## config.mk

```make
export PLATFORM = sky130hd
export DESIGN_NAME = uart_frame_sequencer_flat
export DESIGN_NICKNAME = d
export VERILOG_FILES = /design/src/rtl/uart_frame_sequencer_pkg.sv /design/src/rtl/uart_frame_sequencer_if.sv /design/src/rtl/uart_frame_sequencer_watchdog.sv /design/src/rtl/uart_frame_sequencer.sv /design/src/flat_wrapper.sv
export SDC_FILE = /design/constraint.sdc
export NUM_CORES = 1
export LEC_CHECK = 0
export CORE_MARGIN = 4
export CORE_UTILIZATION = 48
export CTS_CLUSTER_DIAMETER = 50
export CTS_CLUSTER_SIZE = 25
export DETAILED_ROUTE_END_ITERATION = 10
export PLACE_DENSITY = 0.75
export SETUP_SLACK_MARGIN = 0.2
export SYNTH_ARGS = -nofsm -noshare
export SYNTH_HDL_FRONTEND = slang
export SYNTH_SLANG_ARGS = --single-unit
```

## constraint.sdc

```tcl
create_clock -name clk -period 1.9 [get_ports clk]
set_input_delay 0.19 -clock clk [delete_from_list [all_inputs] [get_ports clk]]
set_output_delay 0.19 -clock clk [all_outputs]
set_load 0.05 [all_outputs]
```

## src/rtl/uart_frame_sequencer_pkg.sv

```systemverilog
`default_nettype none
// ============================================================================
//  Module      : uart_frame_sequencer_pkg
//  Description : Shared types and constants for the UART frame sequencer:
//                FSM state encoding, frame length, default header byte and
//                the frame byte selection helper.
//  Revision    : 1.0 - initial release
// ============================================================================
package uart_frame_sequencer_pkg;

    localparam int         FRAME_LEN      = 5;
    localparam logic [7:0] DEFAULT_HEADER = 8'hAA;

    typedef enum logic [1:0] {
        ST_IDLE      = 2'd0,
        ST_SEND      = 2'd1,
        ST_WAIT_DONE = 2'd2
    } state_t;

    // Byte 'idx' of a frame; index 4 (and anything above) is the XOR checksum
    // of the four preceding bytes.
    function automatic logic [7:0] frame_byte(input logic [7:0]  header,
                                              input logic [2:0]  sensor,
                                              input logic [15:0] data,
                                              input logic [2:0]  idx);
        logic [7:0] w_sensor_byte;
        w_sensor_byte = {5'b00000, sensor};
        case (idx)
            3'd0:    frame_byte = header;
            3'd1:    frame_byte = w_sensor_byte;
            3'd2:    frame_byte = data[15:8];
            3'd3:    frame_byte = data[7:0];
            default: frame_byte = header ^ w_sensor_byte ^ data[15:8] ^ data[7:0];
        endcase
    endfunction

endpackage
`default_nettype wire

```

## src/rtl/uart_frame_sequencer_if.sv

```systemverilog
`default_nettype none
// ============================================================================
//  Module      : uart_frame_sequencer_if
//  Description : Request handshake from the scheduler plus the byte-level
//                handshake to the UART transmitter. The slave modport is the
//                sequencer's view, master is the environment's view.
//  Revision    : 1.0 - initial release
// ============================================================================
interface uart_frame_sequencer_if;
    logic        req_valid;
    logic        req_ready;
    logic [2:0]  req_sensor;
    logic [15:0] req_data;
    logic        uart_start;
    logic [7:0]  uart_byte;
    logic        uart_done;

    modport master (
        output req_valid, req_sensor, req_data, uart_done,
        input  req_ready, uart_start, uart_byte
    );

    modport slave (
        input  req_valid, req_sensor, req_data, uart_done,
        output req_ready, uart_start, uart_byte
    );
endinterface
`default_nettype wire

```

## src/rtl/uart_frame_sequencer_watchdog.sv

```systemverilog
`default_nettype none
// ============================================================================
//  Module      : uart_watchdog
//  Description : Per-byte timeout counter. Cleared when the sequencer is
//                about to wait for a byte, counts every waiting cycle without
//                uart_done, and flags expiry on the TIMEOUT_CYCLES-th cycle.
//  Revision    : 1.0 - initial release
// ============================================================================
module uart_watchdog #(
    parameter int TIMEOUT_CYCLES = 100000
) (
    input  wire logic clk,
    input  wire logic rst,
    input  wire logic clear,
    input  wire logic enable,
    output logic      expired
);
    localparam int            C_CW   = (TIMEOUT_CYCLES > 1) ? $clog2(TIMEOUT_CYCLES) : 1;
    localparam logic [C_CW-1:0] C_LAST = C_CW'(TIMEOUT_CYCLES - 1);

    logic [C_CW-1:0] r_count;

    // Count waiting cycles; saturate at the last value so the counter never wraps.
    always_ff @(posedge clk) begin
        if (rst || clear) begin
            r_count <= '0;
        end else if (enable && (r_count != C_LAST)) begin
            r_count <= r_count + 1'b1;
        end
    end

    // Enable already excludes uart_done, so a coincident done always wins.
    assign expired = enable && (r_count == C_LAST);

endmodule
`default_nettype wire

```

## src/rtl/uart_frame_sequencer.sv

```systemverilog
`default_nettype none
// ============================================================================
//  Module      : uart_frame_sequencer
//  Description : Accepts one sensor word at a time and sends it to a UART
//                transmitter as a 5-byte frame (header, sensor, data hi,
//                data lo, XOR checksum), one byte per start/done handshake,
//                with a per-byte timeout that aborts the frame.
//  Revision    : 1.0 - initial release
// ============================================================================
module uart_frame_sequencer
    import uart_frame_sequencer_pkg::*;
#(
    parameter logic [7:0] HEADER         = DEFAULT_HEADER,
    parameter int         TIMEOUT_CYCLES = 100000
) (
    input  wire logic                clk,
    input  wire logic                rst,
    uart_frame_sequencer_if.slave    bus,
    output logic                     frame_sent,
    output logic                     timeout_err,
    output logic                     busy
);
    localparam logic [2:0] C_LAST_IDX = 3'(FRAME_LEN - 1);

    state_t      r_state;
    logic [2:0]  r_idx;
    logic [2:0]  r_sensor;
    logic [15:0] r_data;
    logic        r_ready;
    logic        r_busy;
    logic        r_uart_start;
    logic [7:0]  r_uart_byte;
    logic        r_frame_sent;
    logic        r_timeout_err;

    logic w_wd_clear;
    logic w_wd_enable;
    logic w_wd_expired;

    // SEND always leads to WAIT_DONE, so SEND is the "entering WAIT_DONE" cycle.
    assign w_wd_clear  = (r_state == ST_SEND);
    assign w_wd_enable = (r_state == ST_WAIT_DONE) && !bus.uart_done;

    uart_watchdog #(
        .TIMEOUT_CYCLES (TIMEOUT_CYCLES)
    ) u_watchdog (
        .clk     (clk),
        .rst     (rst),
        .clear   (w_wd_clear),
        .enable  (w_wd_enable),
        .expired (w_wd_expired)
    );

    // Frame FSM; every output is a register loaded together with the next state.
    always_ff @(posedge clk) begin
        if (rst) begin
            r_state       <= ST_IDLE;
            r_idx         <= 3'd0;
            r_sensor      <= 3'd0;
            r_data        <= 16'h0000;
            r_ready       <= 1'b1;
            r_busy        <= 1'b0;
            r_uart_start  <= 1'b0;
            r_uart_byte   <= 8'h00;
            r_frame_sent  <= 1'b0;
            r_timeout_err <= 1'b0;
        end else begin
            r_uart_start <= 1'b0;
            r_frame_sent <= 1'b0;
            case (r_state)
                ST_IDLE: begin
                    if (bus.req_valid) begin
                        r_sensor     <= bus.req_sensor;
                        r_data       <= bus.req_data;
                        r_idx        <= 3'd0;
                        r_uart_byte  <= frame_byte(HEADER, bus.req_sensor, bus.req_data, 3'd0);
                        r_uart_start <= 1'b1;
                        r_ready      <= 1'b0;
                        r_busy       <= 1'b1;
                        r_state      <= ST_SEND;
                    end
                end
                ST_SEND: begin
                    r_state <= ST_WAIT_DONE;
                end
                ST_WAIT_DONE: begin
                    if (bus.uart_done) begin
                        if (r_idx == C_LAST_IDX) begin
                            r_frame_sent <= 1'b1;
                            r_ready      <= 1'b1;
                            r_busy       <= 1'b0;
                            r_state      <= ST_IDLE;
                        end else begin
                            r_idx        <= r_idx + 3'd1;
                            r_uart_byte  <= frame_byte(HEADER, r_sensor, r_data, r_idx + 3'd1);
                            r_uart_start <= 1'b1;
                            r_state      <= ST_SEND;
                        end
                    end else if (w_wd_expired) begin
                        r_timeout_err <= 1'b1;
                        r_ready       <= 1'b1;
                        r_busy        <= 1'b0;
                        r_state       <= ST_IDLE;
                    end
                end
                default: begin
                    r_ready <= 1'b1;
                    r_busy  <= 1'b0;
                    r_state <= ST_IDLE;
                end
            endcase
        end
    end

    assign bus.req_ready  = r_ready;
    assign bus.uart_start = r_uart_start;
    assign bus.uart_byte  = r_uart_byte;
    assign frame_sent     = r_frame_sent;
    assign timeout_err    = r_timeout_err;
    assign busy           = r_busy;

endmodule
`default_nettype wire

```

## src/flat_wrapper.sv

```systemverilog
// flat-port wrapper written by rule: the top's interface ports become plain ports
module uart_frame_sequencer_flat import uart_frame_sequencer_pkg::*;
#(
    parameter logic [7:0] HEADER         = DEFAULT_HEADER,
    parameter int         TIMEOUT_CYCLES = 100000
)
  (clk, rst, frame_sent, timeout_err, busy, bus_req_valid, bus_req_sensor, bus_req_data, bus_uart_done, bus_req_ready, bus_uart_start, bus_uart_byte);
  uart_frame_sequencer_if bus_i ();
  input  wire logic clk;
  input  wire logic rst;
  output logic frame_sent;
  output logic timeout_err;
  output logic busy;
  input wire logic [$bits(bus_i.req_valid)-1:0] bus_req_valid;
  input wire logic [$bits(bus_i.req_sensor)-1:0] bus_req_sensor;
  input wire logic [$bits(bus_i.req_data)-1:0] bus_req_data;
  input wire logic [$bits(bus_i.uart_done)-1:0] bus_uart_done;
  output wire logic [$bits(bus_i.req_ready)-1:0] bus_req_ready;
  output wire logic [$bits(bus_i.uart_start)-1:0] bus_uart_start;
  output wire logic [$bits(bus_i.uart_byte)-1:0] bus_uart_byte;
  assign bus_i.req_valid = bus_req_valid;
  assign bus_i.req_sensor = bus_req_sensor;
  assign bus_i.req_data = bus_req_data;
  assign bus_i.uart_done = bus_uart_done;
  assign bus_req_ready = bus_i.req_ready;
  assign bus_uart_start = bus_i.uart_start;
  assign bus_uart_byte = bus_i.uart_byte;
  uart_frame_sequencer #(.HEADER(HEADER), .TIMEOUT_CYCLES(TIMEOUT_CYCLES)) u_core (.clk(clk), .rst(rst), .bus(bus_i), .frame_sent(frame_sent), .timeout_err(timeout_err), .busy(busy));
endmodule
```

After elaboration in Yosys (flattened, before gate mapping)
Index checks and enable logic that the tools add are counted.
{"block": "totals", "n_memories": 0, "input_bits": 23, "mem_bits_ro": 0, "regBits": 54, "ramBits": 0, "out_inout_bits": 13, "elab_cells": 75, "latchBits": 0}
{"block": "op_classes", "shifts": 0, "n_lt_le_gt_ge": 0, "reduce_logical": 14, "add_sub_neg": 2, "bitwise_logic": 6, "n_div": 0, "mux": 29, "n_eq_ne": 13, "n_mul": 0}
{"op": "8-bit case mux with 4 select lines", "n": 1}
{"op": "8-bit 2-to-1 mux", "n": 3}
{"op": "17-bit by 1-bit adder with 17-bit output (second input constant)", "n": 1}
{"op": "17-bit equality test (second input constant)", "n": 1}
{"op": "17-bit inequality test (second input constant)", "n": 1}
{"op": "8-bit case mux with 2 select lines", "n": 1}
{"op": "8-bit XOR", "n": 2}
{"op": "1-bit 2-to-1 mux", "n": 13}
{"op": "3-bit 2-to-1 mux", "n": 3}
{"op": "4-bit AND reduction", "n": 2}
{"op": "3-bit by 2-bit equality test with 1-bit output (second input constant)", "n": 2}
{"op": "2-bit 2-to-1 mux", "n": 3}
{"op": "2-bit inequality test (second input constant)", "n": 3}
{"op": "3-bit inequality test (second input constant)", "n": 2}
{"op": "1-bit case mux with 3 select lines", "n": 2}
{"op": "2-bit case mux with 3 select lines", "n": 1}
{"op": "3-bit case mux with 2 select lines", "n": 1}
{"op": "1-bit inverter with 4-bit output", "n": 1}
{"op": "2-bit AND reduction", "n": 2}
{"op": "3-bit by 1-bit adder with 3-bit output (second input constant)", "n": 1}
{"op": "3-bit by 1-bit equality test with 1-bit output (second input constant)", "n": 1}
{"op": "3-bit equality test (second input constant)", "n": 1}
{"op": "1-bit logical AND", "n": 3}
{"op": "3-bit zero test", "n": 1}
{"op": "other kinds (10)", "n": 12}

Depth between registers and ports, before layout
Gate-level depths: netlist of the first run.
{"block": "logic_depth", "ltp_word": 7, "depth_mapped": 7, "depth_no_buf": 7}

Cells and area by module
A second synthesis of the first run with hierarchy kept.
{"block": "hier_totals", "hier_cells": 332, "hier_area_um2": 2712.6}
{"mod": "uart_frame_sequencer", "cells_per_inst": 219, "instances": 1, "seq_area_each_um2": 740.7, "area_each_um2": 1781.7}
{"mod": "uart_watchdog", "cells_per_inst": 113, "instances": 1, "seq_area_each_um2": 340.3, "area_each_um2": 930.9}

Worst setup path before layout of the first run
Ideal clock, no wire load.
{"block": "synth_path", "path_type": "register -> register", "start": "register u_core.r_idx[0]", "end": "register u_core.r_uart_byte[7], in the netlist u_core.bus.uart_byte[7]", "stages_incl_launch_ff": 8, "setup_time_ns": 0.132, "arrival_ns": 1.866, "path_buffers": 1, "t_required_ns": 1.768, "period_less_slack_ns": 1.998, "slack_ns": -0.098, "path_cell_list": "dfxtp_1 -> ha_1 -> ha_1 -> clkbuf_1 -> o21bai_1 -> o21ai_0 -> a221oi_1 -> nor3_1"}
{"block": "synth_between", "elab_chain_len": 6, "word_cells_on_any_way": 12, "classes_between": "1 x add/sub; 5 x eq/ne; 4 x mux; 2 x reduce/logical"}
{"item": "start, declared", "line": "uart_frame_sequencer.sv:26", "source": "logic [2:0] r_idx;"}
{"item": "start signal, assigned", "line": "uart_frame_sequencer.sv:94", "source": "r_idx <= r_idx + 3'd1;"}
{"item": "3-bit by 1-bit adder with 3-bit output", "line": "uart_frame_sequencer.sv:95", "source": "r_uart_byte <= frame_byte(HEADER, r_sensor, r_data, r_idx + 3'd1);"}
{"item": "3-bit by 2-bit equality test with 1-bit output, or another cell as far along", "line": "uart_frame_sequencer_pkg.sv:28", "source": "case (idx)"}
{"item": "8-bit case mux with 4 select lines", "line": "uart_frame_sequencer_pkg.sv:28"}
{"item": "8-bit 2-to-1 mux", "line": "uart_frame_sequencer.sv:88", "source": "if (r_idx == C_LAST_IDX) begin"}
{"item": "8-bit 2-to-1 mux", "line": "uart_frame_sequencer.sv:87", "source": "if (bus.uart_done) begin"}
{"item": "8-bit case mux with 2 select lines", "line": "uart_frame_sequencer.sv:70", "source": "case (r_state)"}
{"item": "end signal, assigned", "line": "uart_frame_sequencer.sv:76", "source": "r_uart_byte <= frame_byte(HEADER, bus.req_sensor, bus.req_data, 3'd0);"}
{"item": "end signal, assigned", "line": "uart_frame_sequencer.sv:95"}
{"item": "end, declared", "line": "uart_frame_sequencer.sv:32", "source": "logic [7:0] r_uart_byte;"}
Several ways; a longest one is shown, not always the timed one. The select of a mux whose other input is x is not followed.
A chain may end at the register's enable or synchronous reset.

Worst setup path after layout of the first run
{"block": "layout_path", "start": "register u_core.r_idx[0]", "end": "register u_core.r_uart_byte[1], in the netlist u_core.bus.uart_byte[1]"}
Same word-level chain as after synthesis.

==> metrics.yaml, run 1 <==
run_status:
  status: "finished, final reports clean"
power:
  power_density_mw_per_mm2: 665
  static_leakage_nw: 1.29
  ir_drop_mv: 0.387
global_routing:
  globalRouteTotalUtil_pct: 19.1
  antenna_found_initial: 0
  number_of_global_route_vias_before_repair: 2214
  grt_start_max_net_pins: 22
  grt.overflow.total: 0
  global_route_wire_length_before_repair_microns: 9830
setup_path:
  startpoint: "u_core.r_idx[0]"
  critPathMaxFanout: 7
  worstPathBufferInverterCount: 1
  terminus_of_the_critical_flop_to_flop_path: "u_core.bus.uart_byte[1]"
  worst_reg2reg_setup_slack_ns: 0.21
  worstSetupPathDepth: 7
  critPathMaxStageDelay_ns: 0.38
  timing.critical_path.arrival_ns: 1.89
  kind_of_start_point_of_the_critical_path: "flip-flop"
  critical_path.endpoint: "u_core.bus.uart_byte[1]"
  r2r_start: "u_core.r_idx[0]"
  worstPathCellList: "ha_4 -> ha_4 -> buf_6 -> o21bai_4 -> o21bai_1 -> a211oi_2 -> nor3_2"
  worst_path_most_repeated_cell: "sky130_fd_sc_hd__ha_4"
  crit_family: "compound AO/OA/AOI/OAI gates"
  critPathRequiredTime_ns: 2.10
  crit_path_top_delay_cell: "sky130_fd_sc_hd__dfxtp_4"
  worstSetupPathType: "flip-flop to flip-flop"
  end_kind: "flip-flop"
  timing.reg2reg.worst_path_depth: 7
floorplan:
  area_enclosed_by_the_die_boundary_sq_mm: 0.00643
  io_pins: 36
  chipWidth_microns: 80.2
  initial_core_utilization_pct: 49.3
  core.rowCount: 26
  fp.coreArea_sq_mm: 0.00507
  die-height_microns: 80.2
sta:
  layout_worst_path_cycle_share_pct: 89.0
  rsz_0062_raised_after_global_routing: "true"
  number_of_endpoints_failing_setup_at_the_final_stage: 0
  drv_slew: 0
  max_slew.worst_pin.slew_ns: 0.516
  min_period_ns: 1.69
  finalClockSkew_ns: 0.00966
  normalized_max_slew_margin_pct: 65.5
  worst_slack_ns: 0.210
  finalHoldViolCount: 0
  fmax_ghz: 0.592
run:
  max-cap-violations: 0
route:
  final_antenna_net_count: 0
  drc: 0
  drtIter0Drc: 102
  post_drt_wl_per_cell_microns: 14.4
  wirelength_microns: 6160
  via_count: 2308
  drt-pass1-iter-count: 4
  drt-vias-per-instance: 5.41
clock_network:
  tritoncts: "done"
  clock_sink_count: 54
  cts_htree_levels: 2
  num_cts_buffers: 5
  clk_latency_ns: 0.31
  cts.reportedPaths.clkPinSlew_ns: 0.09
  ctsRootBufferMaster: "sky130_fd_sc_hd__clkbuf_8"
  cts_hold_buf: 0
  cts_max_path_buffers: 2
logic_synthesis:
  synth_top_cells_by_area: "sky130_fd_sc_hd__dfxtp_1 (43%), sky130_fd_sc_hd__nand2_1 (7.4%), sky130_fd_sc_hd__xor2_1 (5.9%)"
  synth.ff_latch_count: 54
  synth_top_area_share_pct: 43.2
  yosysTopAreaCell: "sky130_fd_sc_hd__dfxtp_1"
  dominantRegCellSynth: "sky130_fd_sc_hd__dfxtp_1"
  ys_top_cells_by_count: "sky130_fd_sc_hd__dfxtp_1 (54), sky130_fd_sc_hd__nand2_1 (49), sky130_fd_sc_hd__nor2_1 (30)"
  synth_edf_count: 0
  netlist-cell-type-count: 39
  seq_area_frac_synth_pct: 43.2
  post_synth_instance_area_sq_mm: 0.00250
  synthesis.yosys.warnings: 0
  synthesis.nets: 333
  post_synth_inst_count: 304
  post_synth.cell_area_avg_sq_um: 8.23
  yosysMostFrequentCell: "sky130_fd_sc_hd__dfxtp_1"
  ys_async_sr_fraction_pct: 0
min_path:
  holdPathStages: 3
  hp-class: "primary input to flip-flop"
layout:
  finish.net_count: 385
  antennaDiodeCount: 0
  fin_area_sq_mm: 0.00338
  layout_area_growth_over_synthesis_pct: 35.3
  drive_above_1_share_pct: 19.6
  final.fill_count: 410
placed_design:
  port_buffers: 35
  gp_routability_congestion: 0.842
  placement_stage_cell_area_sq_mm: 0.00302
  detailed_place_hpwl_microns: 3980
  dp_worst_setup_slack_ns: -0.0815
per-layer routing:
metal,GRT usage (%),wire [microns],vias to the layer above
li1,-,-,1164
met1,22.5,2680,1073
met2,34.2,3080,57
met3,4.15,262,14
met4,5.91,137,0
met5,0,0,-
how the worst min path moves through the flow:
stage	from	to
detailed placement	u_core.bus.req_ready	u_core.bus.req_ready
floorplan	bus_req_data[12]	u_core.r_data[12]
CTS	bus_req_data[9]	u_core.r_data[9]
global placement	u_core.bus.req_ready	u_core.bus.req_ready
finish	bus_uart_done	u_core.frame_sent
global route	bus_uart_done	u_core.frame_sent
tightest hold or removal path, cell delays in order:
cell,delay (ns)
sky130_fd_sc_hd__dlymetal6s2s_1,0.19
sky130_fd_sc_hd__nand3b_1,0.19
sky130_fd_sc_hd__nor3_1,0.06
final cells by class:
class,instances,area (sq um),share of cell area [%]
clock inverters,1,5.00,0.148
flip-flops and latches,54,1100,32.4
inverters,6,22.5,0.665
well taps,70,87.6,2.59
repair buffers,58,542,16.0
multi-input cells,231,1550,45.7
clock buffers,7,86.3,2.55
power by group:
part	leakage [nW]	total, mW	switching, mW	internal [mW]
Sequential	0.444	1.22	0.0473	1.18
Combinational	0.798	0.360	0.206	0.154
Clock	0.0482	0.666	0.370	0.295
what timing repair did:
item,CTS,global route
gates cloned,1,0
pin swaps,1,12
buffers inserted,4,4
setup endpoints to repair,15,29
gates resized for setup,9,46
cells by family after synthesis:
group	synth area share, %
buf+inv	3.05
flops	43.2
fa+ha+maj	3.00
xor+xnor	7.00
compound gates	15.1
simple gates	28.6
per-stage QoR:
stage               total power [mW]  utilization, %  TNS [ns]  hold slack [ns]  cells
global placement                1.57            59.6         0            0.439    410
global route                    2.35            66.7         0            0.394    427
CTS                             2.23            62.7         0            0.419    423
detailed placement              1.58            59.6    -0.372            0.442    410
finish                          2.25            66.7         0            0.372    427
floorplan                       1.44               -         0            0.326    304
sequential cells by signal, summed over array words and instances, names as in the netlist:
name                       cells
u_core.bus.req_ready           1
u_core.bus.uart_byte           8
u_core.bus.uart_start          1
u_core.busy                    1
u_core.frame_sent              1
u_core.r_data                 16
u_core.r_idx                   3
u_core.r_sensor                3
u_core.r_state                 2
u_core.timeout_err             1
u_core.u_watchdog.r_count     17
placed cells by master (no fill, tap or decap), types with 4 or more instances in the layout:
cell type                         count
sky130_fd_sc_hd__a21oi_1             25
sky130_fd_sc_hd__a22oi_1              5
sky130_fd_sc_hd__and3_1               5
sky130_fd_sc_hd__buf_4               21
sky130_fd_sc_hd__clkbuf_8             6
sky130_fd_sc_hd__clkdlybuf4s50_1     29
sky130_fd_sc_hd__dfxtp_1             48
sky130_fd_sc_hd__dlymetal6s2s_1       5
sky130_fd_sc_hd__ha_2                 4
sky130_fd_sc_hd__inv_1                6
sky130_fd_sc_hd__nand2_1             47
sky130_fd_sc_hd__nand2b_1             6
sky130_fd_sc_hd__nand3_1             11
sky130_fd_sc_hd__nand4_1             10
sky130_fd_sc_hd__nor2_1              29
sky130_fd_sc_hd__nor2b_1              5
sky130_fd_sc_hd__nor3_1               6
sky130_fd_sc_hd__o21ai_0              5
sky130_fd_sc_hd__o21ai_1              4
sky130_fd_sc_hd__xor2_1              17
Power figures use the tool's default switching activity.
==> inputs of run 2 (changes only) <==
--- a/config.mk
+++ b/config.mk
@@ -5,6 +5,7 @@
 export SDC_FILE = /design/constraint.sdc
 export NUM_CORES = 1
 export LEC_CHECK = 0
+export CAP_MARGIN = 5
 export CORE_MARGIN = 4
 export CORE_UTILIZATION = 48
 export CTS_CLUSTER_DIAMETER = 50
==> results of run 2 <==
Final layout, timing and power as in run 1 (identical DEF).
